## src/rtl/burst_client_pkg.sv

```systemverilog
// Shared types and parameter defaults for the burst client and its request queue.
package burst_client_pkg;

  typedef enum logic [1:0] {
    IDLE = 2'd0,
    REQ  = 2'd1,
    XFER = 2'd2
  } state_t;

  localparam int SIZE_W_DEFAULT  = 3;
  localparam int DEPTH_DEFAULT   = 4;
  localparam int TIMEOUT_DEFAULT = 15;

endpackage

```

## src/rtl/burst_client_req_fifo.sv

```systemverilog
// Request queue: circular buffer with registered occupancy flags.
module req_fifo #(
  parameter int WIDTH = 3,
  parameter int DEPTH = 4
) (
  input  logic             clk,
  input  logic             rst,
  input  logic             push,
  input  logic [WIDTH-1:0] din,
  input  logic             pop,
  output logic [WIDTH-1:0] head,
  output logic             empty,
  output logic             full
);

  localparam int AW = $clog2(DEPTH);

  if ((DEPTH < 2) || ((DEPTH & (DEPTH - 1)) != 0)) begin : g_bad_depth
    $error("req_fifo: DEPTH must be a power of two and at least 2");
  end

  logic [WIDTH-1:0] mem [DEPTH];
  logic [AW-1:0]    wr_ptr_reg, rd_ptr_reg;
  logic [AW:0]      count_reg, count_next;
  logic             empty_reg, full_reg;
  logic             push_ok, pop_ok;

  // A push while full is dropped even when a pop happens on the same edge.
  assign push_ok = push & ~full_reg;
  assign pop_ok  = pop & ~empty_reg;

  always_comb begin
    count_next = count_reg;
    if (push_ok && !pop_ok) begin
      count_next = count_reg + (AW+1)'(1);
    end else if (!push_ok && pop_ok) begin
      count_next = count_reg - (AW+1)'(1);
    end
  end

  always_ff @(posedge clk or negedge rst) begin
    if (!rst) begin
      wr_ptr_reg <= '0;
      rd_ptr_reg <= '0;
      count_reg  <= '0;
      empty_reg  <= 1'b1;
      full_reg   <= 1'b0;
    end else begin
      if (push_ok) wr_ptr_reg <= wr_ptr_reg + AW'(1);
      if (pop_ok)  rd_ptr_reg <= rd_ptr_reg + AW'(1);
      count_reg <= count_next;
      empty_reg <= (count_next == '0);
      full_reg  <= (count_next == (AW+1)'(DEPTH));
    end
  end

  // Storage carries no reset; contents are only observed while non-empty.
  always_ff @(posedge clk) begin
    if (push_ok) mem[wr_ptr_reg] <= din;
  end

  assign head  = mem[rd_ptr_reg];
  assign empty = empty_reg;
  assign full  = full_reg;

endmodule

```

## src/rtl/burst_client.sv

```systemverilog
// Burst client: queues burst requests, presents them to a server, and times
// the granted transfer or aborts after a grant timeout.
module burst_client
  import burst_client_pkg::*;
#(
  parameter int SIZE_W  = SIZE_W_DEFAULT,
  parameter int DEPTH   = DEPTH_DEFAULT,
  parameter int TIMEOUT = TIMEOUT_DEFAULT
) (
  input  logic              clk,
  input  logic              rst,
  input  logic              req_in,
  input  logic [SIZE_W-1:0] size_in,
  input  logic              resp,
  output logic              req_out,
  output logic [SIZE_W-1:0] size_out,
  output logic              done,
  output logic              err,
  output logic              full,
  output logic              ovf
);

  if ((TIMEOUT < 1) || (TIMEOUT > 255)) begin : g_bad_timeout
    $error("burst_client: TIMEOUT must be in 1..255");
  end

  // Abort fires on the edge where the count would reach TIMEOUT.
  localparam logic [7:0] TIMEOUT_LAST = 8'(TIMEOUT - 1);

  state_t            state_reg, state_next;
  logic [SIZE_W-1:0] bcnt_reg, bcnt_next;
  logic [SIZE_W-1:0] size_out_reg, size_out_next;
  logic [7:0]        tcnt_reg, tcnt_next;
  logic              req_out_reg, req_out_next;
  logic              done_reg, done_next;
  logic              err_reg, err_next;
  logic              ovf_reg;
  logic              pop;
  logic              fifo_empty, fifo_full;
  logic [SIZE_W-1:0] head;

  req_fifo #(
    .WIDTH (SIZE_W),
    .DEPTH (DEPTH)
  ) u_fifo (
    .clk   (clk),
    .rst   (rst),
    .push  (req_in),
    .din   (size_in),
    .pop   (pop),
    .head  (head),
    .empty (fifo_empty),
    .full  (fifo_full)
  );

  always_ff @(posedge clk or negedge rst) begin
    if (!rst) begin
      state_reg    <= IDLE;
      bcnt_reg     <= '0;
      tcnt_reg     <= '0;
      req_out_reg  <= 1'b0;
      size_out_reg <= '0;
      done_reg     <= 1'b0;
      err_reg      <= 1'b0;
      ovf_reg      <= 1'b0;
    end else begin
      state_reg    <= state_next;
      bcnt_reg     <= bcnt_next;
      tcnt_reg     <= tcnt_next;
      req_out_reg  <= req_out_next;
      size_out_reg <= size_out_next;
      done_reg     <= done_next;
      err_reg      <= err_next;
      ovf_reg      <= req_in & fifo_full;
    end
  end

  always_comb begin
    state_next    = state_reg;
    bcnt_next     = bcnt_reg;
    tcnt_next     = tcnt_reg;
    req_out_next  = req_out_reg;
    size_out_next = size_out_reg;
    done_next     = 1'b0;
    err_next      = 1'b0;
    pop           = 1'b0;
    case (state_reg)
      IDLE: begin
        if (!fifo_empty) begin
          state_next    = REQ;
          req_out_next  = 1'b1;
          size_out_next = head;
          tcnt_next     = '0;
        end
      end
      REQ: begin
        // A grant on the timeout edge takes priority over the abort.
        if (resp) begin
          state_next   = XFER;
          bcnt_next    = size_out_reg;
          tcnt_next    = '0;
          req_out_next = 1'b0;
        end else if (tcnt_reg == TIMEOUT_LAST) begin
          state_next   = IDLE;
          pop          = 1'b1;
          err_next     = 1'b1;
          tcnt_next    = '0;
          req_out_next = 1'b0;
        end else begin
          tcnt_next = tcnt_reg + 8'd1;
        end
      end
      XFER: begin
        if (bcnt_reg == '0) begin
          state_next = IDLE;
          pop        = 1'b1;
          done_next  = 1'b1;
        end else begin
          bcnt_next = bcnt_reg - SIZE_W'(1);
        end
      end
      default: state_next = IDLE;
    endcase
  end

  assign req_out  = req_out_reg;
  assign size_out = size_out_reg;
  assign done     = done_reg;
  assign err      = err_reg;
  assign full     = fifo_full;
  assign ovf      = ovf_reg;

endmodule

```

## config.mk

```make
export PLATFORM = sky130hd
export DESIGN_NAME = burst_client
export DESIGN_NICKNAME = d
export VERILOG_FILES = /design/src/rtl/burst_client_pkg.sv /design/src/rtl/burst_client_req_fifo.sv /design/src/rtl/burst_client.sv
export SDC_FILE = /design/constraint.sdc
export NUM_CORES = 1
export LEC_CHECK = 0
export BUFFER_PORTS_ARGS = -buffer_cell sky130_fd_sc_hd__clkbuf_2
export CAP_MARGIN = 10
export CORE_ASPECT_RATIO = 1.4
export CORE_UTILIZATION = 40
export DETAILED_ROUTE_END_ITERATION = 8
export HOLD_SLACK_MARGIN = 0.08
export PLACE_DENSITY_LB_ADDON = 0.25
export SLEW_MARGIN = 5
export SYNTH_ARGS = -nofsm -noshare
export SYNTH_HDL_FRONTEND = slang
export SYNTH_SLANG_ARGS = --single-unit
```

## constraint.sdc

```tcl
create_clock -name clk -period 4.4 [get_ports clk]
set_clock_uncertainty 0.2 [all_clocks]
set_input_delay 0.44 -clock clk [delete_from_list [all_inputs] [get_ports clk]]
set_output_delay 0.44 -clock clk [all_outputs]
set_load 0.05 [all_outputs]
```

==> reports/metrics.json, run 1 <==
{
  "outcome": {"value": "finished clean"},
  "worstSetupEndpointType": {"value": "flop"},
  "timing.final.max_slew_violations": {"value": 0},
  "totalWireLength": {"value": 3645, "unit": "um"},
  "floorplan.die.height": {"value": 87.88, "unit": "um"},
  "cts-root-buf": {"value": "clkbuf_8"},
  "track_usage": {"value": 15.29, "unit": "%"},
  "coreArea": {"value": 0.004955, "unit": "mm2"},
  "core.rowCount": {"value": 30},
  "via_count": {"value": 1423},
  "internal-power": {"value": 0.9237, "unit": "mW"},
  "timing.max_cap.violations": {"value": 0},
  "routabilityCongestion": {"value": 0.7410},
  "pwr-share-clk": {"value": 20.2, "unit": "%"},
  "hold_path.class": {"value": "in -> reg"},
  "remaining_drc_errors": {"value": 0},
  "layout_commonest_cell": {"value": "dfrtp_1"},
  "via_count_of_the_first_global_routing_pass": {"value": 1395},
  "grt_start_max_net_pins": {"value": 30},
  "grt.met1_usage": {"value": 18.33, "unit": "%"},
  "tritoncts": {"value": "built"},
  "clock-sinks": {"value": 41},
  "ioPinCount": {"value": 15},
  "synthArstFlopShare": {"value": 70.73, "unit": "%"},
  "numCtsBuffers": {"value": 5},
  "worstReg2RegEnd": {"value": "u_fifo.empty$_DFF_PN1_"},
  "place.detailed.hpwl": {"value": 2732, "unit": "um"},
  "seq_power_share": {"value": 38.5, "unit": "%"},
  "path_max_fanout": {"value": 5},
  "met3_usage": {"value": 3.385, "unit": "%"},
  "largest_register_ff_count": {"value": 12},
  "use_met2": {"value": 26.69, "unit": "%"},
  "dieWidth": {"value": 63.34, "unit": "um"},
  "synth.yosys.seq_area_share": {"value": 51.60, "unit": "%"},
  "final_antenna_net_count": {"value": 0},
  "yosysUniqueCellTypes": {"value": 42},
  "clk-insertion-delay-late": {"value": 300, "unit": "ps"},
  "ys.warnings.count": {"value": 0},
  "routed_wire_length_per_instance": {"value": 13.35, "unit": "um"},
  "max_freq": {"value": 0.4534, "unit": "GHz"},
  "peakVddDrop": {"value": 280.8, "unit": "uV"},
  "design.final.nets": {"value": 228},
  "synth.avg_cell_area": {"value": 11.09, "unit": "um2"},
  "htree_num_levels": {"value": 2},
  "rr_worst_depth": {"value": 7},
  "drive_above_1_share": {"value": 16.75, "unit": "%"},
  "worstPathCellList": {"value": "inv_1, ha_1, nor2b_1, nand4_1, a221oi_2, a221oi_1, nor2_1"},
  "critPathCapture": {"value": "u_fifo.empty$_DFF_PN1_"},
  "total_leakage_power": {"value": 1.037, "unit": "nW"},
  "synth-edff-count": {"value": 12},
  "critical_path.startpoint_type": {"value": "flop"},
  "grt_setup_unrepaired": {"value": "no"},
  "design.die.area": {"value": 0.005566, "unit": "mm2"},
  "report.power.total": {"value": 1.541, "unit": "mW"},
  "final.min_clock_period": {"value": 2206, "unit": "ps"},
  "mappedNetlistArea": {"value": 0.002107, "unit": "mm2"},
  "power.switching": {"value": 0.6173, "unit": "mW"},
  "initial_utilization": {"value": 42.53, "unit": "%"},
  "dominantRegCellSynth": {"value": "dfrtp_1"},
  "ys_seq_elements": {"value": 41},
  "numPortBuffers": {"value": 14},
  "crit_path_slowest_cell": {"value": "dfrtp_1"},
  "grt_antenna_before_repair": {"value": 0},
  "maximum_cell_stage_delay_along_the_critical_path": {"value": 390, "unit": "ps"},
  "insertedDiodeCount": {"value": 0},
  "clk_path_buf_depth": {"value": 2},
  "n_fill_cell": {"value": 474},
  "clkSlewWorstSetupHoldPaths": {"value": 90, "unit": "ps"},
  "critPathLaunch": {"value": "state_reg[0]$_DFFE_PN0P_"},
  "worst-endpoint-required": {"value": 4420, "unit": "ps"},
  "grt_busiest_layer": {"value": "met2"},
  "final.period_utilization": {"value": 50.13, "unit": "%"},
  "finalHoldViolCount": {"value": 0},
  "worstMarginPinSlew": {"value": 737.9, "unit": "ps"},
  "syn_nets": {"value": 210},
  "final.setup.tns": {"value": 0, "unit": "ps"},
  "timing_worst_setup_path_type": {"value": "reg -> reg"},
  "cp_data_arrival_time": {"value": 2230, "unit": "ps"},
  "regToRegSetupSlack": {"value": 2190, "unit": "ps"},
  "first_iter_violations": {"value": 56},
  "syn_to_final_growth": {"value": 12.11, "unit": "%"},
  "global_route_wire_length_before_repair": {"value": 6513, "unit": "um"},
  "cts.repair.resized": {"value": 0},
  "post_cts_buffers": {"value": 0},
  "hold_buffers": {"value": 1},
  "timing.max_slew.rel_slack": {"value": 50.80, "unit": "%"},
  "post_drt_via_cell_ratio": {"value": 5.212},
  "finalSetupViolCount": {"value": 0},
  "drt_first_pass_iters": {"value": 4},
  "switching_share": {"value": 40.06, "unit": "%"},
  "power_density": {"value": 652.3, "unit": "mW/mm2"},
  "rr_startpoint": {"value": "state_reg[0]$_DFFE_PN0P_"},
  "power.combinational.fraction": {"value": 41.2, "unit": "%"},
  "post_synth_inst_count": {"value": 190},
  "layout_common_cells": {"value": "dfrtp_1, o21ai_0, nand2_1"},
  "overflow": {"value": 0}
}
[layer usage]
metal,vias up,wire length [um]
met4,0,53
met1,691,1617
li1,711,-
met2,15,1886
met3,6,88
met5,-,0
[how the worst min path moves through the flow]
stage,start,end,slack [ps],depth (start not counted)
floorplan,rst,bcnt_reg[0]$_DFFE_PN0P_,-60,0
global placement,bcnt_reg[0]$_DFFE_PN0P_,bcnt_reg[0]$_DFFE_PN0P_,280,1
detailed placement,bcnt_reg[0]$_DFFE_PN0P_,bcnt_reg[0]$_DFFE_PN0P_,280,1
CTS,size_in[1],u_fifo.mem[0][1]$_DFFE_PP_,150,1
global route,size_in[1],u_fifo.mem[2][1]$_DFFE_PP_,160,1
finish,size_in[1],u_fifo.mem[0][1]$_DFFE_PP_,150,1
[power by group through the flow]
stage / combinational, mW / sequential, mW / clock [mW]
floorplan: 0.437 / 0.656 / 0
global placement: 0.634 / 0.601 / 0
detailed placement: 0.641 / 0.604 / 0
CTS: 0.644 / 0.597 / 0.319
global route: 0.723 / 0.611 / 0.330
finish: 0.635 / 0.594 / 0.312
[Yosys cell counts (2+ instances only)]
master    instances  share of area (%)
clkbuf_1          3               0.53
o21ai_0          19                4.5
mux2i_1           2               0.95
inv_1            14                2.5
nor3_1            3               0.71
a21o_1            2               0.71
xnor2_1           5                2.1
edfxtp_1         12                 17
a31oi_1           6                1.8
ha_1             13                7.7
and3_1            3               0.89
and2_1            7                2.1
nor4_1            2               0.59
nand3_1           3               0.71
mux4_2            3                3.2
nor2b_1           5                1.5
nand2_1          16                2.9
mux2_2            2                1.1
nand4_1           3               0.89
dfrtp_1          28                 33
nor2_1           13                2.3
nand2b_1          3               0.89
a21oi_1           4               0.95
[stage by stage]
| step | hold slack, ps | utilization (%) | std cells | instance area, um2 | worst slack [ps] |
|---|---|---|---|---|---|
| after global placement | 282.5 | 45.15 | 264 | 2237 | 2280 |
| after CTS | 153.7 | 47.68 | 273 | 2362 | 2181 |
| after detailed placement | 281.0 | 45.15 | 264 | 2237 | 2207 |
| final | 151.3 | 47.68 | 273 | 2362 | 2194 |
| after global routing | 155.4 | 47.68 | 273 | 2362 | 1967 |
| after floorplan | -55.59 | - | 190 | 2107 | 2417 |
[logic make-up after synthesis]
group | Yosys count | synth area share, %
AO/OA/AOI/OAI | 40 | 12.77
flip-flops | 41 | 51.60
adder cells (fa/ha/maj) | 13 | 7.720
XOR/XNOR | 6 | 2.494
multiplexers | 7 | 5.225
AND/OR/NAND/NOR | 64 | 16.39
buffers and inverters | 19 | 3.800
[cell type report]
cell class	instances	area (um2)	area share [%]
Sequential cell	41	1087	46.03
Multi-Input combinational cell	130	939.7	39.78
Timing Repair Buffer	16	87.58	3.708
Tap cell	64	80.08	3.390
Clock buffer	5	68.82	2.913
Inverter	14	52.55	2.225
Clock inverter	3	46.29	1.960
[critical path, delay by kind of cell (launching register included)]
kind                       cells  cell delay [ps]
AOI/OAI and AO/OA              2              510
and+or+nand+nor                3              650
buffers and inverters          1               80
adders and majority gates      1              300
DFF                            1              390
Note: power is estimated with default switching activity, not from simulation.
==> inputs of run 2 (changes only) <==
Clock period 4.4 ns to 1.93 ns, I/O delays scaled along.
==> run 2 against run 1 <==
  * The run now ends with setup timing left
  * Worst setup slack got worse by 2300 ps
  * Routed wire length is 14% higher
  * Worst hold slack better by 140 ps
  * Critical endpoint is now u_fifo.count_reg[0]$_DFF_PN0_
  * Largest cell class unchanged
  * Largest power group unchanged
==> reports/metrics.json, run 2 (synthesized netlist as in run 1, its figures left out) <==
{
  "layout_common_cells": {"value": "dfrtp_1, buf_4, nand2_1"},
  "drive_above_1_share": {"value": 36.10, "unit": "%", "change": "+19 points"},
  "power_density": {"value": 1464, "unit": "mW/mm2", "change": "+120%"},
  "numCtsBuffers": {"value": 5, "change": "unchanged"},
  "numPortBuffers": {"value": 14, "change": "unchanged"},
  "final.min_clock_period": {"value": 2012, "unit": "ps", "change": "-193.4 ps"},
  "worst-endpoint-required": {"value": 1950, "unit": "ps", "change": "-2470 ps"},
  "tritoncts": {"value": "built"},
  "insertedDiodeCount": {"value": 0, "change": "unchanged"},
  "clk_path_buf_depth": {"value": 2, "change": "unchanged"},
  "layout_commonest_cell": {"value": "dfrtp_1"},
  "worstSetupEndpointType": {"value": "flop"},
  "timing.final.max_slew_violations": {"value": 0, "change": "unchanged"},
  "totalWireLength": {"value": 4163, "unit": "um", "change": "+14%"},
  "coreArea": {"value": 0.004955, "unit": "mm2", "change": "unchanged"},
  "dieWidth": {"value": 63.34, "unit": "um", "change": "unchanged"},
  "final.setup.tns": {"value": -227.0, "unit": "ps", "change": "-227.0 ps"},
  "final_antenna_net_count": {"value": 0, "change": "unchanged"},
  "timing.hold.ws": {"value": 292.3, "unit": "ps", "change": "+141.0 ps"},
  "clkSlewWorstSetupHoldPaths": {"value": 80, "unit": "ps", "change": "about the same"},
  "overflow": {"value": 0, "change": "unchanged"},
  "outcome": {"value": "complete, but fails checks"},
  "total_leakage_power": {"value": 1.214, "unit": "nW", "change": "+17%"},
  "floorplan.die.height": {"value": 87.88, "unit": "um", "change": "unchanged"},
  "worstMarginPinSlew": {"value": 749.5, "unit": "ps", "change": "+11.52 ps"},
  "drt_first_pass_iters": {"value": 4, "change": "unchanged"},
  "cp_data_arrival_time": {"value": 2030, "unit": "ps", "change": "-200 ps"},
  "critical_path.startpoint_type": {"value": "flop"},
  "maximum_cell_stage_delay_along_the_critical_path": {"value": 400, "unit": "ps", "change": "about the same"},
  "via_count": {"value": 1558, "change": "+9.5%"},
  "finalSetupViolCount": {"value": 5, "change": "+5"},
  "timing.max_slew.rel_slack": {"value": 50.04, "unit": "%", "change": "-0.77 points"},
  "routed_wire_length_per_instance": {"value": 13.65, "unit": "um", "change": "+2.2%"},
  "timing.max_cap.violations": {"value": 0, "change": "unchanged"},
  "max_freq": {"value": 0.4969, "unit": "GHz", "change": "+9.6%"},
  "remaining_drc_errors": {"value": 0, "change": "unchanged"},
  "hold_path.class": {"value": "in -> async"},
  "initial_utilization": {"value": 42.53, "unit": "%", "change": "unchanged"},
  "grt_antenna_before_repair": {"value": 0, "change": "unchanged"},
  "routabilityCongestion": {"value": 0.8416, "change": "+14%"},
  "cts-root-buf": {"value": "clkbuf_8"},
  "clk-insertion-delay-late": {"value": 290, "unit": "ps", "change": "about the same"},
  "design.final.nets": {"value": 260, "change": "+14%"},
  "final.period_utilization": {"value": 104.3, "unit": "%", "change": "+54 points"},
  "core.rowCount": {"value": 30, "change": "unchanged"},
  "syn_to_final_growth": {"value": 31.06, "unit": "%"},
  "clock-sinks": {"value": 41, "change": "unchanged"},
  "timing_worst_setup_path_type": {"value": "reg -> reg"},
  "peakVddDrop": {"value": 691.0, "unit": "uV", "change": "+150%"},
  "global_route_wire_length_before_repair": {"value": 6734, "unit": "um", "change": "+3.4%"},
  "first_iter_violations": {"value": 50, "change": "-11%"},
  "violations_in_the_final_reports": {"value": "setup timing"},
  "grt_start_max_net_pins": {"value": 30, "change": "unchanged"},
  "largest_register_ff_count": {"value": 12, "change": "unchanged"},
  "ioPinCount": {"value": 15, "change": "unchanged"},
  "path_max_fanout": {"value": 4, "change": "-1"},
  "crit_path_slowest_cell": {"value": "dfrtp_1"},
  "grt_setup_unrepaired": {"value": "yes"},
  "final_critical_path_setup_slack": {"value": -82.35, "unit": "ps", "change": "-2277 ps"},
  "place.detailed.hpwl": {"value": 2929, "unit": "um", "change": "+7.2%"},
  "worstPathCellList": {"value": "inv_2, ha_4, nor2b_4, nand4_1, a221oi_2, buf_4, xnor2_1"},
  "design.die.area": {"value": 0.005566, "unit": "mm2", "change": "unchanged"},
  "track_usage": {"value": 15.69, "unit": "%", "change": "+0.40 points"},
  "htree_num_levels": {"value": 2, "change": "unchanged"},
  "via_count_of_the_first_global_routing_pass": {"value": 1483, "change": "+6.3%"},
  "post_drt_via_cell_ratio": {"value": 5.108, "change": "-2.0%"},
  "finalHoldViolCount": {"value": 0, "change": "unchanged"}
}
==> run 2: cell types whose count changed in the layout (fill, tap and decap cells not counted), sizes merged <==
| cell | change |
|---|---|
| buf | +27 |
| dlygate4sd3 | +5 |
==> run 2: repair_timing <==
action                                  in CTS  in global routing
hold buffers                                 6                  0
resized for setup                           12                 27
setup buffers                                1                  2
endpoints found under the setup margin       3                 14
endpoints found under the hold margin       42                  0
pin swaps                                    6                  8
gates cloned                                 0                  1
==> run 2: cell type report <==
class                   count  area, um2
clock buffers               5      68.82
clock inverters             3      46.29
fillers                   440       2193
inverters                  14      52.55
multi-input cells         130       1079
flip-flops and latches     41       1087
well taps                  64      80.08
repair buffers             48      347.8
==> run 2: routing by layer <==
metal	share of wire, %	track usage [%]	routed length [um]
met5	0	0	0
met1	44	18.19	1821
met4	1.5	6.405	63
met2	52	28.24	2156
met3	2.9	2.995	121
==> run 2: worst max-delay path, delay by kind of cell, from the launching register on <==
kind            cells  cell delay [ps]
fa+ha+maj           1              260
flops               1              400
simple gates        2              360
compound gates      1              380
buf+inv             2              250
xor+xnor            1              100
==> run 2: path summary, 6_finish.rpt <==
check / from / endpoint / slack, ps / cells after the start
worst max-delay path: state_reg[0]$_DFFE_PN0P_ / u_fifo.count_reg[0]$_DFF_PN0_ / -80 / 7
worst min-delay path: rst / size_out[0]$_DFFE_PN0P_ / 290 / 2
worst max register to register: state_reg[0]$_DFFE_PN0P_ / u_fifo.count_reg[0]$_DFF_PN0_ / -80 / 7
worst min register to register: req_out$_DFFE_PN0P_ / req_out$_DFFE_PN0P_ / 320 / 2
max in group asynchronous: rst / err$_DFF_PN0_ / 760 / 2
min in group clk: req_out$_DFFE_PN0P_ / req_out$_DFFE_PN0P_ / 320 / 2
==> run 2: through the flow <==
step	worst slack [ps]	total power, mW	utilization, %	instance area, um2	std cells
floorplan	11.06	2.518	-	2122	190
global placement	-50.35	3.074	49.09	2432	288
detailed placement	-121.3	3.094	49.09	2432	288
CTS	-44.92	3.905	53.84	2668	303
global route	-162.4	4.311	55.73	2761	305
finish	-82.35	4.044	55.73	2761	305
==> run 2: where the power goes <==
part,internal (mW),leakage [nW],switching (mW)
sequential,1.15,0.479,0.207
clock,0.387,0.0543,0.313
combinational,0.892,0.681,1.09
total,2.43,1.21,1.61
==> inputs of run 3 (changes only) <==
==> constraint.sdc (replaced) <==
create_clock -name clk -period 2.2 [get_ports clk]
set_clock_uncertainty 0.2 [all_clocks]
set_input_delay 0.22 -clock clk [delete_from_list [all_inputs] [get_ports clk]]
set_output_delay 0.22 -clock clk [all_outputs]
set_load 0.1 [all_outputs]
==> run 3 against run 2 <==
  * The flow now finishes without violations
  * Worst setup slack gained 160 ps
  * Critical path depth is the same
  * Combinational power shrank 20%
  * Non-clock buffer count shrank 20
  * Routed wire length shrank 8.6%
  * Maximum frequency shrank 5.0%
  * Global-route usage is essentially flat
  * Register-to-register slack gained 160 ps
  * Final cell count shrank 6.6%
  * Cell area shrank 11%
  * Clock power shrank 25%
  * Largest power group unchanged
  * Highest routed layer unchanged
==> reports/metrics.json, run 3 (synthesized netlist as in run 1, its figures left out) <==
{
  "outcome": {"value": "finished clean"},
  "layout.cell_area.non_filler": {"value": 0.002469, "unit": "mm2", "change": "-11%"},
  "placedInstanceArea": {"value": 0.002282, "unit": "mm2", "change": "-6.2%"},
  "cts-root-buf": {"value": "clkbuf_8"},
  "finalSetupViolCount": {"value": 0, "change": "-5"},
  "max_freq": {"value": 0.4720, "unit": "GHz", "change": "-5.0%"},
  "worst-endpoint-required": {"value": 2230, "unit": "ps", "change": "+280 ps"},
  "post_drt_via_cell_ratio": {"value": 5.165, "change": "+1.1%"},
  "place_ws": {"value": 58.03, "unit": "ps", "change": "+179.3 ps"},
  "initial_utilization": {"value": 42.53, "unit": "%", "change": "unchanged"},
  "grt_start_max_net_pins": {"value": 30, "change": "unchanged"},
  "ioPinCount": {"value": 15, "change": "unchanged"},
  "final.min_clock_period": {"value": 2119, "unit": "ps", "change": "+106.3 ps"},
  "clock-sinks": {"value": 41, "change": "unchanged"},
  "critical_path.startpoint_type": {"value": "flop"},
  "overflow": {"value": 0, "change": "unchanged"},
  "design.die.area": {"value": 0.005566, "unit": "mm2", "change": "unchanged"},
  "grt_antenna_before_repair": {"value": 0, "change": "unchanged"},
  "first_iter_violations": {"value": 46, "change": "-8.0%"},
  "timing.final.max_slew_violations": {"value": 0, "change": "unchanged"},
  "worstPathCellList": {"value": "inv_1, ha_1, and3b_2, a31o_2, and4_1, a221oi_4, nor2b_2"},
  "crit_path_slowest_cell": {"value": "dfrtp_1"},
  "numPortBuffers": {"value": 14, "change": "unchanged"},
  "timing_worst_setup_path_type": {"value": "reg -> reg"},
  "final.period_utilization": {"value": 96.30, "unit": "%", "change": "-8.0 points"},
  "global_route_wire_length_before_repair": {"value": 6637, "unit": "um", "change": "-1.4%"},
  "largest_register_ff_count": {"value": 12, "change": "unchanged"},
  "insertedDiodeCount": {"value": 0, "change": "unchanged"},
  "power_density": {"value": 1329, "unit": "mW/mm2", "change": "-9.2%"},
  "htree_num_levels": {"value": 2, "change": "unchanged"},
  "coreArea": {"value": 0.004955, "unit": "mm2", "change": "unchanged"},
  "rr_startpoint": {"value": "state_reg[0]$_DFFE_PN0P_"},
  "clk_path_buf_depth": {"value": 2, "change": "unchanged"},
  "path_max_fanout": {"value": 6, "change": "+2"},
  "timing.max_cap.violations": {"value": 0, "change": "unchanged"},
  "number_of_instances_in_the_placed_design": {"value": 270, "change": "-6.3%"},
  "design.final.nets": {"value": 240, "change": "-7.7%"},
  "syn_to_final_growth": {"value": 17.16, "unit": "%"},
  "floorplan.die.height": {"value": 87.88, "unit": "um", "change": "unchanged"},
  "layout_common_cells": {"value": "dfrtp_1, o21ai_0, nand2_1"},
  "rr_worst_depth": {"value": 7, "change": "unchanged"},
  "final_antenna_net_count": {"value": 0, "change": "unchanged"},
  "via_count": {"value": 1472, "change": "-5.5%"},
  "final_cell_count_no_fill": {"value": 285, "change": "-6.6%"},
  "routabilityCongestion": {"value": 0.7481, "change": "-11%"},
  "drive_above_1_share": {"value": 21.72, "unit": "%", "change": "-14 points"},
  "worstReg2RegEnd": {"value": "u_fifo.full$_DFF_PN0_"},
  "cp_data_arrival_time": {"value": 2150, "unit": "ps", "change": "+120 ps"},
  "regToRegSetupSlack": {"value": 80, "unit": "ps", "change": "+160 ps"},
  "track_usage": {"value": 15.72, "unit": "%", "change": "+0.032 points"},
  "final_critical_path_setup_slack": {"value": 81.34, "unit": "ps", "change": "+163.7 ps"},
  "remaining_drc_errors": {"value": 0, "change": "unchanged"},
  "tritoncts": {"value": "built"},
  "layout_commonest_cell": {"value": "dfrtp_1"},
  "timing.max_slew.rel_slack": {"value": 51.15, "unit": "%", "change": "+1.1 points"},
  "peakVddDrop": {"value": 690.9, "unit": "uV", "change": "about the same"},
  "worstSetupEndpointType": {"value": "flop"},
  "hold_path.class": {"value": "in -> async"},
  "core.rowCount": {"value": 30, "change": "unchanged"},
  "clk-insertion-delay-late": {"value": 300, "unit": "ps", "change": "about the same"},
  "place.detailed.hpwl": {"value": 2751, "unit": "um", "change": "-6.1%"},
  "totalWireLength": {"value": 3806, "unit": "um", "change": "-8.6%"},
  "finalHoldViolCount": {"value": 0, "change": "unchanged"},
  "maximum_cell_stage_delay_along_the_critical_path": {"value": 380, "unit": "ps", "change": "-20 ps"},
  "numCtsBuffers": {"value": 5, "change": "unchanged"},
  "via_count_of_the_first_global_routing_pass": {"value": 1547, "change": "+4.3%"},
  "total_leakage_power": {"value": 1.093, "unit": "nW", "change": "-10%"},
  "timing.hold.ws": {"value": 295.2, "unit": "ps", "change": "+2.891 ps"},
  "routed_wire_length_per_instance": {"value": 13.35, "unit": "um", "change": "-2.2%"},
  "dieWidth": {"value": 63.34, "unit": "um", "change": "unchanged"},
  "grt_setup_unrepaired": {"value": "yes"},
  "final_core_util": {"value": 49.82, "unit": "%", "change": "-5.9 points"},
  "clkSlewWorstSetupHoldPaths": {"value": 90, "unit": "ps", "change": "about the same"},
  "drt_first_pass_iters": {"value": 4, "change": "unchanged"},
  "worstMarginPinSlew": {"value": 732.7, "unit": "ps", "change": "-16.78 ps"}
}
-- run 3: changes by cell type in the layout (fill, tap and decap cells not counted), sizes merged --
cell      previous run  this run
buf                 28         8
bufinv               1         0
clkinv               1         0
clkinvlp             1         0
inv                 14        17
-- run 3: cell type report --
class                      instances  area (um2)
sequential                        41        1087
clock inverter                     3       26.28
tap                               64       80.08
fill                             484        2486
inverter                          14       52.55
multi-input combinational        130       963.4
timing repair buffer              28       190.2
clock buffer                       5       68.82
-- run 3: how the worst max path moves through the flow --
stage / to / depth (start not counted) / from
floorplan: u_fifo.full$_DFF_PN0_ / 6 / u_fifo.full$_DFF_PN0_
global placement: u_fifo.full$_DFF_PN0_ / 7 / state_reg[0]$_DFFE_PN0P_
detailed placement: u_fifo.full$_DFF_PN0_ / 7 / state_reg[0]$_DFFE_PN0P_
CTS: u_fifo.full$_DFF_PN0_ / 7 / state_reg[0]$_DFFE_PN0P_
global route: u_fifo.empty$_DFF_PN1_ / 7 / state_reg[1]$_DFFE_PN0P_
finish: u_fifo.full$_DFF_PN0_ / 7 / state_reg[0]$_DFFE_PN0P_
-- run 3: metrics by stage --
| stage | total power, mW | setup TNS [ps] |
|---|---|---|
| after floorplan | 2.365 | 0 |
| after global placement | 2.710 | 0 |
| after detailed placement | 2.730 | 0 |
| after CTS | 3.270 | 0 |
| after global routing | 3.546 | -84.24 |
| final | 3.281 | 0 |
-- run 3: timing repair --
action / CTS / global route
hold buffers: 6 / 0
resized for setup: 0 / 8
buffers inserted: 0 / 1
setup endpoints to repair: 0 / 7
endpoints found under the hold margin: 42 / 0
-- run 3: critical path: cells and delay by family, from the launching register on --
kind,cells,cell delay (ps)
compound gates,2,480
simple gates,3,670
fa+ha+maj,1,250
buf+inv,1,70
flops,1,380
-- run 3: power breakdown --
group / internal, mW / total (mW) / leakage [nW] / switching (mW)
clock network: 0.236 / 0.525 / 0.0495 / 0.290
logic: 0.588 / 1.58 / 0.564 / 0.993
registers: 1.01 / 1.17 / 0.479 / 0.161
total: 1.84 / 3.28 / 1.09 / 1.44
-- run 3: layer usage --
layer	share of wire, %	GRT usage, %	wire length [um]	up-vias
met4	2.4	9.504	90	0
met5	0	0	0	-
met3	3.3	3.776	126	9
met1	42	16.29	1583	699
met2	53	28.53	2005	29
li1	-	-	-	735
